`config.mk`:
```
export PLATFORM = sky130hd
export DESIGN_NAME = inst_fetch_unit_flat
export DESIGN_NICKNAME = d
export VERILOG_FILES = /design/src/rtl/inst_fetch_if.sv /design/src/rtl/inst_fetch_unit.sv /design/src/flat_wrapper.sv
export SDC_FILE = /design/constraint.sdc
export NUM_CORES = 1
export LEC_CHECK = 0
export ABC_CLOCK_PERIOD_IN_PS = 10600
export CORE_AREA = 4 4 253 255
export CTS_BUF_LIST = sky130_fd_sc_hd__clkbuf_4 sky130_fd_sc_hd__clkbuf_8
export DETAILED_ROUTE_END_ITERATION = 8
export DIE_AREA = 0 0 257 259
export GPL_TIMING_DRIVEN = 0
export MAX_ROUTING_LAYER = met4
export PLACE_DENSITY = 0.59
export SYNTH_ARGS = -nofsm -noshare
export SYNTH_HDL_FRONTEND = slang
export SYNTH_SLANG_ARGS = --single-unit
```
`constraint.sdc`:
```
create_clock -name clk -period 10.6 [get_ports clk]
set_input_delay 2.12 -clock clk [delete_from_list [all_inputs] [get_ports clk]]
set_output_delay 2.12 -clock clk [all_outputs]
set_load 0.005 [all_outputs]
```
`src/rtl/inst_fetch_if.sv`:
```
// Fetch-side bus: program write port plus the IR valid/ready handshake
// towards the execute/flag stage.
interface inst_fetch_if #(
   parameter int ADDR_W = 4
);
   logic              prog_we;
   logic [ADDR_W-1:0] prog_addr;
   logic [31:0]       prog_data;
   logic [31:0]       ir_out;
   logic              ir_valid;
   logic              ir_ready;
   logic [ADDR_W-1:0] pc;

   modport master (
      input  prog_we, prog_addr, prog_data, ir_ready,
      output ir_out, ir_valid, pc
   );

   modport slave (
      output prog_we, prog_addr, prog_data, ir_ready,
      input  ir_out, ir_valid, pc
   );
endinterface

```
`src/rtl/inst_fetch_unit.sv`:
```
// Program memory, PC and fetch FSM presenting 32-bit IRs with valid/ready.
// Optional conditional jumps are enabled with the BRANCH_EN macro.
//
// state     | meaning
// S_IDLE    | waiting for start, program writes allowed
// S_FETCH   | reading mem[pc] into ir_out
// S_PRESENT | ir_out valid, waiting for ir_ready
// S_HALT    | stopped on HALT opcode or end of program, writes allowed
module inst_fetch_unit #(
   parameter int PROG_DEPTH = 16,
   parameter int ADDR_W     = 4
) (
   input  logic              clk,
   input  logic              sys_rst,
   inst_fetch_if.master      fb,
   input  logic              start,
   output logic              busy,
   output logic              halted
`ifdef BRANCH_EN
   ,
   input  logic              jmp_req,
   input  logic [2:0]        jmp_cond,
   input  logic [3:0]        flags,
   input  logic [ADDR_W-1:0] jmp_target
`endif
);

   typedef enum logic [1:0] {
      S_IDLE    = 2'd0,
      S_FETCH   = 2'd1,
      S_PRESENT = 2'd2,
      S_HALT    = 2'd3
   } state_t;

   localparam logic [ADDR_W:0]   DEPTH_W   = (ADDR_W+1)'(PROG_DEPTH);
   localparam logic [ADDR_W-1:0] LAST_ADDR = ADDR_W'(PROG_DEPTH - 1);
   localparam logic [4:0]        OP_HALT   = 5'b11111;

   logic [31:0]       mem [PROG_DEPTH];
   logic [31:0]       mem_rd;

   state_t            state_q, state_nxt;
   logic [ADDR_W-1:0] pc_q, pc_nxt;
   logic [31:0]       ir_q, ir_nxt;
   logic              valid_q, valid_nxt;
   logic              mem_we;
   logic              handshake;
   logic              jump_taken;
   logic              jump_ok;
   logic [ADDR_W-1:0] jump_pc;

   assign mem_rd    = mem[pc_q];
   assign handshake = valid_q & fb.ir_ready;

`ifdef BRANCH_EN
   logic cond_true;

   // flags = {sign, zero, overflow, carry}
   always_comb begin
      cond_true = 1'b0;
      case (jmp_cond)
         3'b000:  cond_true = 1'b1;
         3'b001:  cond_true = flags[2];
         3'b010:  cond_true = ~flags[2];
         3'b011:  cond_true = flags[3];
         3'b100:  cond_true = flags[0];
         3'b101:  cond_true = flags[1];
         default: cond_true = 1'b0;
      endcase
   end

   assign jump_taken = handshake & jmp_req & cond_true;
   assign jump_ok    = ({1'b0, jmp_target} < DEPTH_W);
   assign jump_pc    = jmp_target;
`else
   assign jump_taken = 1'b0;
   assign jump_ok    = 1'b0;
   assign jump_pc    = pc_q;
`endif

   always_ff @(posedge clk) begin
      if (sys_rst) begin
         state_q <= S_IDLE;
         pc_q    <= '0;
         ir_q    <= '0;
         valid_q <= 1'b0;
      end else begin
         state_q <= state_nxt;
         pc_q    <= pc_nxt;
         ir_q    <= ir_nxt;
         valid_q <= valid_nxt;
      end
   end

   // Memory is deliberately not reset; only the write strobe is blocked during reset.
   always_ff @(posedge clk) begin
      if (mem_we && !sys_rst)
         mem[fb.prog_addr] <= fb.prog_data;
   end

   always_comb begin
      state_nxt = state_q;
      pc_nxt    = pc_q;
      ir_nxt    = ir_q;
      valid_nxt = valid_q;
      mem_we    = 1'b0;
      unique case (state_q)
         S_IDLE, S_HALT: begin
            mem_we = fb.prog_we && ({1'b0, fb.prog_addr} < DEPTH_W);
            if (start) begin
               state_nxt = S_FETCH;
               pc_nxt    = '0;
            end
         end
         S_FETCH: begin
            ir_nxt = mem_rd;
            if (mem_rd[31:27] == OP_HALT) begin
               state_nxt = S_HALT;
               valid_nxt = 1'b0;
            end else begin
               state_nxt = S_PRESENT;
               valid_nxt = 1'b1;
            end
         end
         S_PRESENT: begin
            if (handshake) begin
               valid_nxt = 1'b0;
               if (jump_taken) begin
                  if (jump_ok) begin
                     pc_nxt    = jump_pc;
                     state_nxt = S_FETCH;
                  end else begin
                     state_nxt = S_HALT;
                  end
               end else if (pc_q == LAST_ADDR) begin
                  state_nxt = S_HALT;
               end else begin
                  pc_nxt    = pc_q + 1'b1;
                  state_nxt = S_FETCH;
               end
            end
         end
         default: state_nxt = S_IDLE;
      endcase
   end

   assign fb.ir_out   = ir_q;
   assign fb.ir_valid = valid_q;
   assign fb.pc       = pc_q;
   assign busy        = (state_q == S_FETCH) || (state_q == S_PRESENT);
   assign halted      = (state_q == S_HALT);

endmodule
```
`src/flat_wrapper.sv`:
```
// flat-port wrapper written by rule: the top's interface ports become plain ports
module inst_fetch_unit_flat 
#(
   parameter int PROG_DEPTH = 16,
   parameter int ADDR_W     = 4
)
  (clk, sys_rst, start, busy, halted, fb_prog_we, fb_prog_addr, fb_prog_data, fb_ir_ready, fb_ir_out, fb_ir_valid, fb_pc);
  inst_fetch_if #(.ADDR_W(ADDR_W)) fb_i ();
  input  logic clk;
  input  logic sys_rst;
  input  logic start;
  output logic busy;
  output logic halted;
  input wire logic [$bits(fb_i.prog_we)-1:0] fb_prog_we;
  input wire logic [$bits(fb_i.prog_addr)-1:0] fb_prog_addr;
  input wire logic [$bits(fb_i.prog_data)-1:0] fb_prog_data;
  input wire logic [$bits(fb_i.ir_ready)-1:0] fb_ir_ready;
  output wire logic [$bits(fb_i.ir_out)-1:0] fb_ir_out;
  output wire logic [$bits(fb_i.ir_valid)-1:0] fb_ir_valid;
  output wire logic [$bits(fb_i.pc)-1:0] fb_pc;
  assign fb_i.prog_we = fb_prog_we;
  assign fb_i.prog_addr = fb_prog_addr;
  assign fb_i.prog_data = fb_prog_data;
  assign fb_i.ir_ready = fb_ir_ready;
  assign fb_ir_out = fb_i.ir_out;
  assign fb_ir_valid = fb_i.ir_valid;
  assign fb_pc = fb_i.pc;
  inst_fetch_unit #(.PROG_DEPTH(PROG_DEPTH), .ADDR_W(ADDR_W)) u_core (.clk(clk), .sys_rst(sys_rst), .fb(fb_i), .start(start), .busy(busy), .halted(halted));
endmodule
```
Word-level counts from Yosys, hierarchy flattened
Memories as Yosys holds them, arrays and structs flattened. A register that Yosys moved wholly into a read port is not among the register bits. Index checks and enable logic that the tools add are counted. W data, S select, Z words.

RAM bits: 512. Output and inout bits: 39. Bits of input ports: 41. Memories: 1. Word-level logic and storage cells: 42. Bits in registers: 39.

Memory list: u_core.mem (depth 16, width 32, rd ports 1, clocked after Yosys merged registers in 1, wr ports 1, line inst_fetch_unit.sv:39) `logic [31:0] mem [PROG_DEPTH];`.

Add/subtract/negate cells: 1. Reductions and logical operators: 10. Multiplexer cells: 17. Equal/unequal tests: 8. Bitwise gates (word level): 1.

Operator list (number): $mux W4 (5); $pmux W4 S2 (1); $mux W1 (6); $mux W2 (3); $pmux W2 S3 (1); $eq A5 B5 Y1 const B (1); $add A4 B1 Y4 const B (1); $eq A2 B2 Y1 const B (2); $eq A4 B4 Y1 const B (1); $ne A2 B2 Y1 const B (2); $reduce_and A2 Y1 (2); $reduce_and A4 Y1 (1); $reduce_bool A2 Y1 (2); $eq A2 B1 Y1 const B (1); $logic_not A2 Y1 (1); $ne A2 B1 Y1 const B (1); $pmux W1 S2 (1); $reduce_or A2 Y1 (1); $and A1 B1 Y1 (1); $logic_and A1 B1 Y1 (1); $logic_not A1 Y1 (1); $logic_or A1 B1 Y1 (1).

Longest topological paths before layout
Word-level depth: 6. Depth in mapped cells: 7. Gate-level depth less buffers: 7.

Worst setup path before layout
No wires, ideal clock.

Kind: in2reg. Start point: input fb_prog_we. End point: memory u_core.mem[0][0], enable pin. Path buffers: 0. Stages on the path: 4. Data required time: 10139 ps. Arrival time: 5022 ps. Path slack: 5116 ps. Library setup time: 461 ps. Cells stage by stage: nand2_1 > or2_2 > or3_1 > nor3_1.

Cells in the longest elaborated chain, start to end: 4.

Ends and longest elaborated chain: start: declaration (line flat_wrapper.sv:14) `input wire logic [$bits(fb_i.prog_we)-1:0] fb_prog_we;`; $mux W1 (line inst_fetch_unit.sv:107) `unique case (state_q)`; $logic_and A1 B1 Y1 (line inst_fetch_unit.sv:97) `if (mem_we && !sys_rst)`; $mux W1 (line inst_fetch_unit.sv:97); $mux W1 (not written as such) (line inst_fetch_unit.sv:98) `mem[fb.prog_addr] <= fb.prog_data;`; end: declaration (line inst_fetch_unit.sv:39).

Every way passes these cells.

Worst setup path after layout
Start point: input sys_rst. End point: memory u_core.mem[0][22], enable pin.

Cells in the longest elaborated chain, start to end: 4.

Ends and longest elaborated chain: start: declaration (line flat_wrapper.sv:10) `input logic sys_rst;`; $logic_not A1 Y1 (line inst_fetch_unit.sv:97); $logic_and A1 B1 Y1 (line inst_fetch_unit.sv:97); $mux W1 (line inst_fetch_unit.sv:97); $mux W1 (not written as such) (line inst_fetch_unit.sv:98).

Every way passes these cells.

==> flow_summary.yaml <==
routing:
  wl_per_cell_um: 24.6
  first_pass_iters: 4
  post-route-drc-count: 0
  post_drt_via_cell_ratio: 4.91
  dr_total_vias: 9877
  drtAntennaViolNets: 0
  drt_iter0_markers: 842
  finalWirelength_mm: 49.4
power:
  power_leakage_nw: 8.01
  comb_power_share_pct: 8.2
  peakVddDrop_mv: 0.0930
  switching_power_mw: 1.01
  power_mw: 4.61
  p_per_area_nw_per_um2: 181
  p_clk_share_pct: 38.3
  seqPwrFrac_pct: 53.5
  switching_share_pct: 22.0
  intPower_mw: 3.60
global_routing:
  grt_util_all_layers_pct: 15.2
  grt_max_degree: 23
  grt_pass1_wl_mm: 71.3
  grt_pass1_vias: 10600
  antenna_found_initial: 2
  overflow: 0
sta:
  worst_slew_pin_slew_ps: 1010
  slew_headroom_pct: 32.4
  tns_ps: 0
  finalHoldViolations: 0
  setup_violations: 0
  rsz0062_at_grt: "no"
  fin_crit_sh_pct: 40.7
  fin_skew_ps: 25.1
  fmax_ghz: 0.232
  drv_slew: 0
  finalCriticalPeriod_ps: 4320
cells_and_area:
  nets: 1145
  area_growth_pct: 19.3
  fin_area_um2: 25500
  layout-drive-gt1-share_pct: 26.4
  num-fill-cells: 5358
  layout_common_cells: "512 x edfxtp_1, 108 x clkbuf_8, 81 x mux4_2"
  final_common_cell: "edfxtp_1"
  utilization_pct: 41.4
worst_hold_path:
  hold_depth: 2
  min_path_type: "reg -> reg"
  whs_endpoint: "u_core.fb.ir_out[27]$_SDFFE_PP0P_"
  min_from: "u_core.fb.ir_out[27]$_SDFFE_PP0P_"
synth:
  avgSynthCellArea_um2: 23.7
  yosys_most_used_dff: "edfxtp_1"
  synth_cell_type_count: 38
  synth_area_um2: 21400
  synth_edf_count: 512
  ys_seq_area_share_pct: 76.0
  syn_inst: 903
  ys_seq_elements: 555
  syn_nets: 948
  synth-async-reset-ratio_pct: 0
  synth.yosys.warnings: 0
clock_tree:
  cts_tree: "yes"
  clk_path_buf_depth: 3
  cts_setup_buffers: 0
  clk_pin_slew_ps: 60
  cts_buffers: 87
  clock-root-buffer: "clkbuf_8"
  postCtsResizedCells: 0
  cts.sinks: 555
  postCtsHoldBufs: 0
  htree_levels: 3
  insertion_delay_ps: 650
place:
  place_area_um2: 23800
  routabilityCongestion: 0.731
  hpwlAfterDp_mm: 30.7
  io_buffers: 79
die:
  die-width_um: 257
  die_y_um: 259
  num_rows: 91
  core_um2: 61600
  dieArea_um2: 66600
  initial_core_util_pct: 34.7
  io_pins: 80
worst_setup_path:
  ff2ff_setup_slack_ps: 7440
  cp_max_fo: 8
  r2r-start: "u_core.state_q[0]$_SDFFE_PP0P_"
  r2r_cells: 8
  critPathLaunchType: "primary input"
  critPathKind: "in -> reg"
  cp-end-kind: "flip-flop"
  cp_data_arrival_time_ps: 4660
  cp.required_ps: 10940
  worstReg2RegEnd: "u_core.mem[0][22]$_DFFE_PP_"
status:
  status: "completed"
job:
  drv_cap: 0
[synthesized netlist by cell type, types with 5 or more instances]
cell type    n  area, um^2
buf_2       10        50.1
mux2i_1     32         320
nor3_1       6        30.0
nand2_1     10        37.5
nand2b_1     5        31.3
dfxtp_1     43         861
mux4_2      81        1820
buf_6       15         169
nor2_1      52         195
mux4_1      74        1940
a21oi_1      5        25.0
edfxtp_1   512       15400
clkbuf_8    11         151
a22oi_1      9        67.6
[worst max path at each step]
stage | start | end | slack, ps | cells past startpoint
detailed placement | sys_rst | u_core.mem[0][20]$_DFFE_PP_ | 5600 | 6
global placement | sys_rst | u_core.mem[0][21]$_DFFE_PP_ | 1290 | 4
CTS | sys_rst | u_core.mem[0][22]$_DFFE_PP_ | 6290 | 6
global route | sys_rst | u_core.mem[0][22]$_DFFE_PP_ | 6220 | 6
floorplan | fb_prog_we | u_core.mem[0][0]$_DFFE_PP_ | 5120 | 4
finish | sys_rst | u_core.mem[0][22]$_DFFE_PP_ | 6280 | 6
[power by group through the flow]
stage | combinational (mW) | clock (mW) | sequential (mW)
floorplan | 0.203 | 0 | 2.51
global placement | 0.367 | 0 | 2.51
detailed placement | 0.384 | 0 | 2.51
CTS | 0.385 | 1.82 | 2.47
global route | 0.407 | 1.93 | 2.47
finish | 0.378 | 1.76 | 2.47
[area by class of cell]
class / instances / area [um^2] / area share, %
inverters: 4 / 15.0 / 0.0589
plain buffers: 42 / 420 / 1.65
clock buffers: 132 / 1600 / 6.27
diodes: 2 / 5.00 / 0.0196
well taps: 837 / 1050 / 4.11
multi-input cells: 302 / 4810 / 18.9
flip-flops and latches: 555 / 16200 / 63.7
clock inverters: 28 / 128 / 0.501
repair buffers: 108 / 1230 / 4.84
[stage by stage]
step	hold slack, ps	setup WS [ps]	cells
finish	493	6280	2010
global route	519	6220	2010
CTS	490	6290	2008
detailed placement	483	5600	1848
global placement	462	1290	1819
floorplan	466	5120	903
[flip-flops by register name, indices dropped and copies added, names as in the netlist, named ones only]
register,cells
u_core.fb.ir_out,32
u_core.fb.ir_valid,1
u_core.fb.pc,4
u_core.mem,512
u_core.state_q,2
[routing by layer]
| layer | vias to the layer above | GRT usage [%] | part of all wire [%] |
|---|---|---|---|
| li1 | 4296 | - | - |
| met1 | 5266 | 18.5 | 41 |
| met2 | 253 | 26.0 | 52 |
| met3 | 62 | 3.28 | 5.1 |
| met4 | 0 | 4.08 | 1.6 |
| met5 | - | - | 0 |
[cell families (layout without fill, tap and decap cells)]
family,Yosys count,in the layout,synth area share [%]
flops,555,555,76.0
mux,187,187,19.1
simple gates,87,87,1.80
buf+inv,46,314,2.04
compound gates,24,24,0.808
fa+ha+maj,4,4,0.234
other cells,0,2,0
[critical path, cell delays in order]
cell and delay, ps:
clkdlybuf4s50_1 500, or2_2 340, or3_1 480, nor3_2 810, buf_8 240, buf_6 150
Power figures use the tool's default switching activity.
==> RTL edit 1: new RTL, same flow settings <==
`ADDR_W` is set to 4 in 3 places; all go to 5.
--- a/src/rtl/inst_fetch_if.sv
+++ b/src/rtl/inst_fetch_if.sv
@@ -1,7 +1,7 @@
 // Fetch-side bus: program write port plus the IR valid/ready handshake
 // towards the execute/flag stage.
 interface inst_fetch_if #(
-   parameter int ADDR_W = 4
+   parameter int ADDR_W = 5
 );
    logic              prog_we;
    logic [ADDR_W-1:0] prog_addr;
--- a/src/rtl/inst_fetch_unit.sv
+++ b/src/rtl/inst_fetch_unit.sv
@@ -8,7 +8,7 @@
 // S_HALT    | stopped on HALT opcode or end of program, writes allowed
 module inst_fetch_unit #(
    parameter int PROG_DEPTH = 16,
-   parameter int ADDR_W     = 4
+   parameter int ADDR_W     = 5
 ) (
    input  logic              clk,
    input  logic              sys_rst,
--- a/src/flat_wrapper.sv
+++ b/src/flat_wrapper.sv
@@ -2,7 +2,7 @@
 module inst_fetch_unit_flat 
 #(
    parameter int PROG_DEPTH = 16,
-   parameter int ADDR_W     = 4
+   parameter int ADDR_W     = 5
 )
   (clk, sys_rst, start, busy, halted, fb_prog_we, fb_prog_addr, fb_prog_data, fb_ir_ready, fb_ir_out, fb_ir_valid, fb_pc);
   inst_fetch_if #(.ADDR_W(ADDR_W)) fb_i ();
Interface: changed (resized fb_pc and fb_prog_addr); port bits go from 80 to 82. No check against the original RTL was run, so the function may have changed too.
==> RTL edit 1 against the original RTL <==
Synthesized cell count grew 2.5%. Worst setup slack gained 130 ps. Fmax grew 3.0%. Area after synthesis shrank 0.67%. Sequential cell count grew 1. Utilization grew 0.14 points. Clock skew shrank 2.1 ps. Wire length grew 1.5%. Design area grew 0.33%. Non-clock buffer count grew 6. Total power grew 3.3%. Die area is the same.
==> RTL edit 1: results (changes against the original RTL) <==
metric,value,unit,change
status,completed,,
Internal Power,3.700,mW,+2.9%
worst slew pin tran,1029,ps,+20.08 ps
syn nets,973,,+2.6%
Worst setup startpoint,u_core.state_q[0]$_SDFFE_PP0P_,,
CP top delay family,buffers and inverters,,
vias,10310,,+4.4%
GP Congestion,0.7427,,+1.6%
Layout Nets,1175,,+2.6%
Worst VDD drop,0.08851,mV,-4.8%
crit path DAT,2070,ps,-2590 ps
"Clk Latency, worst-skew pair",660,ps,
vias in the first global route,10590,,+0.12%
Clock Skew,23.04,ps,-2.059 ps
Total GRT Usage,15.36,%,+0.18 points
Final Non-Filler Cells,2046,,+1.8%
Port Buf Inserts,81,,+2.5%
CTS buffer count,90,,+3.4%
worst hold start,u_core.fb.ir_out[28]$_SDFFE_PP0P_,,
synth top area cells,"edfxtp_1 (72%), mux4_2 (13%), dfxtp_1 (4.2%)",,
"Slowest-stage cell, CP",clkdlybuf4s50_1,,
pin count of the biggest net entering global routing,22,,-4.3%
r2r worst-path depth,6,,-2
initial drt markers,1068,,+27%
DPL Wire Length,31.35,mm,+2.2%
max reg flops,512,,unchanged
register area share after synthesis,76.59,%,+0.61 points
initial antenna violation count,4,,+2
top post-synthesis cells by count,"edfxtp_1 (512), mux4_2 (121), nor2_1 (52), dfxtp_1 (44), mux2i_1 (36)",,
CP peak stage delay,500,ps,-310 ps
fraction of layout cells with a size suffix above 1,28.55,%,+2.2 points
Critical Path Fanout Max,6,,-2
Lkg Pwr,7.960,nW,-0.62%
setup bufs post-CTS,0,,unchanged
syn_area_per_cell,22.92,um^2,-3.1%
Pre-antenna DRT Iters,7,,+3
first-pass GRT wire length,72.34,mm,+1.4%
WL final,50.13,mm,+1.5%
Unique masters post-synth,46,,+21%
placed insts,1873,,+1.4%
[RTL edit 1: changes by cell type in the layout (fill, tap and decap cells not counted), sizes merged, moves of 4 or more]
cell / change
inv: +6
mux2i: +4
a22oi: -7
nand3: +4
clkbuf: +6
[RTL edit 1: final timing paths]
| kind | end | slack [ps] |
|---|---|---|
| max | busy | 6410 |
| min reg2reg | u_core.fb.ir_out[28]$_SDFFE_PP0P_ | 470 |
| max reg2reg | u_core.fb.ir_out[9]$_SDFFE_PP0P_ | 7530 |
| min | u_core.fb.ir_out[28]$_SDFFE_PP0P_ | 470 |
[RTL edit 1: routing by layer]
| layer | global-route usage, % | vias to the layer above | part of all wire [%] |
|---|---|---|---|
| met5 | - | - | 0 |
| met4 | 3.698 | 0 | 1.8 |
| met1 | 21.52 | 5534 | 45 |
| met3 | 3.951 | 76 | 6.7 |
| met2 | 22.77 | 342 | 46 |
| li1 | - | 4356 | - |
[RTL edit 1: cells by family (layout without fill, tap and decap cells)]
| logic type | after synthesis | in the layout | synth area share [%] |
|---|---|---|---|
| xor+xnor | 2 | 2 | 0.08255 |
| fa+ha+maj | 5 | 5 | 0.2948 |
| simple gates | 93 | 93 | 2.016 |
| buf+inv | 55 | 334 | 1.598 |
| flops | 556 | 556 | 76.59 |
| compound gates | 25 | 25 | 0.9315 |
| mux | 190 | 190 | 18.48 |
| other cells | 0 | 4 | 0 |
[RTL edit 1: area by class of cell]
type,count,area (um^2)
antenna,4,10.01
buffer,46,305.3
clock buffer,132,1654
clock inverter,37,254.0
fill,5367,36030
inverter,9,33.78
multi-input combinational,315,4738
sequential,556,16260
tap,837,1047
timing repair buffer,110,1274
[RTL edit 1: stage by stage]
stage,cell area (um^2),setup slack (ps)
6_report,25570,6409
2_1_floorplan,21220,5224
4_1_cts,25560,6361
5_1_grt,25570,6315
3_3_place_gp,23080,1420
3_5_place_dp,23650,5784
[RTL edit 1: tightest hold or removal path, delay by kind of cell (launching register included)]
family,cells,cell delay (ps)
compound gates,1,60
flops,1,310
simple gates,1,60
[RTL edit 1: power by group through the flow]
stage                     logic, mW  clock network, mW  registers (mW)
after floorplan               0.197                  0            2.51
after global placement        0.365                  0            2.51
after detailed placement      0.376                  0            2.51
after CTS                     0.378               1.97            2.46
after global routing          0.402               2.07            2.47
final                         0.370               1.92            2.46
==> RTL edit 2: new RTL, config.mk and constraints unchanged <==
Without the edit above. Encoding of `state_t`: now Gray code (2 bits for 4 states).
--- a/src/rtl/inst_fetch_unit.sv
+++ b/src/rtl/inst_fetch_unit.sv
@@ -26,10 +26,10 @@
 );
 
    typedef enum logic [1:0] {
-      S_IDLE    = 2'd0,
-      S_FETCH   = 2'd1,
-      S_PRESENT = 2'd2,
-      S_HALT    = 2'd3
+      S_IDLE    = 2'b00,
+      S_FETCH   = 2'b01,
+      S_PRESENT = 2'b11,
+      S_HALT    = 2'b10
    } state_t;
 
    localparam logic [ADDR_W:0]   DEPTH_W   = (ADDR_W+1)'(PROG_DEPTH);
Function: same outputs for any inputs over 4 cycles, from zero or initial values and one cycle with sys_rst high; so few cycles prove little.
==> RTL edit 2 against the original RTL <==
Area after synthesis decreased by 2.2%. Largest cell class unchanged. Wire length up 0.92%. Sequential cell count unchanged. Worst setup slack worse by 410 ps. Design area down 1.4%. Via count is 2.9% higher. Sequential share of layout area grew 0.88 points.
Power is not compared: it rests on default switching activity, and its combinational part moved more than twofold at a synthesized area within 25%.
==> RTL edit 2: results (changes against the original RTL) <==
metric,value,unit,change
placed insts,1886,,+2.1%
DPL Wire Length,32.25,mm,+5.1%
r2r worst-path depth,7,,-1
vias in the first global route,10760,,+1.8%
syn nets,984,,+3.8%
post-synthesis adder-cell area fraction,0.05990,%,-0.17 points
worst hold start,u_core.fb.ir_out[19]$_SDFFE_PP0P_,,
Clock Skew,19.39,ps,-5.711 ps
synth top area cells,"edfxtp_1 (74%), mux4_2 (16%), dfxtp_1 (4.1%)",,
first-pass GRT wire length,72.78,mm,+2.0%
Layout Nets,1184,,+3.4%
met3 routed WL,2.768,mm,+9.5%
top post-synthesis cells by count,"edfxtp_1 (512), mux4_2 (153), nand2_1 (66), dfxtp_1 (43), a21oi_1 (36)",,
wire length per cell,24.23,um,-1.4%
dpl cell area,0.02327,mm^2,-2.0%
register area share after synthesis,77.73,%,+1.7 points
WL met2,24.39,mm,-5.1%
WL final,49.86,mm,+0.92%
CP peak stage delay,760,ps,-50 ps
fraction of layout cells with a size suffix above 1,31.34,%,+4.9 points
M1 WL,21.88,mm,+7.4%
status,completed,,
Global Route met2 Usage,24.34,%,-1.6 points
complex-gate fraction of the synthesized area,1.641,%,+0.83 points
Pre-antenna DRT Iters,5,,+1
GP Congestion,0.7265,,-0.63%
fillers,5474,,+2.2%
CTS buffer count,91,,+4.6%
==> RTL edit 2: worst max path at each step <==
stage	start	end	slack, ps	depth (start not counted)
floorplan	sys_rst	u_core.mem[0][0]$_DFFE_PP_	5250	4
global placement	sys_rst	u_core.mem[4][23]$_DFFE_PP_	1200	4
detailed placement	sys_rst	u_core.mem[8][2]$_DFFE_PP_	5190	8
CTS	sys_rst	u_core.mem[8][2]$_DFFE_PP_	5890	8
global route	sys_rst	u_core.mem[8][8]$_DFFE_PP_	5760	8
finish	sys_rst	u_core.mem[8][2]$_DFFE_PP_	5870	8
==> RTL edit 2: power breakdown <==
| part | leakage (nW) | internal (mW) | total [mW] | switching [mW] |
|---|---|---|---|---|
| registers | 4.96 | 2.41 | 2.42 | 0.00778 |
| clock network | 0.981 | 1.05 | 1.88 | 0.833 |
| logic | 1.73 | 0.0570 | 0.142 | 0.0854 |
==> RTL edit 2: logic make-up (layout without fill, tap and decap cells) <==
logic type	count (synthesis)	count (layout)
flip-flops	555	555
XOR/XNOR	2	2
AO/OA/AOI/OAI	56	56
buffers and inverters	52	329
multiplexers	160	160
AND/OR/NAND/NOR	116	116
other	0	2
adder cells (fa/ha/maj)	1	1
==> RTL edit 2: final cells by class <==
type / count / area (um^2) / share of cell area (%)
clock inverter: 38 / 252.7 / 1.005
tap: 837 / 1047 / 4.166
inverter: 1 / 3.754 / 0.01493
clock buffer: 132 / 1610 / 6.406
multi-input combinational: 335 / 4518 / 17.97
timing repair buffer: 107 / 1226 / 4.878
antenna: 2 / 5.005 / 0.01991
buffer: 51 / 240.2 / 0.9556
sequential: 555 / 16240 / 64.58
==> RTL edit 2: worst min-delay path, cell delays in order, from the launching register on <==
cell     delay [ps]
dfxtp_1         310
nand2_1          50
a21oi_1          50
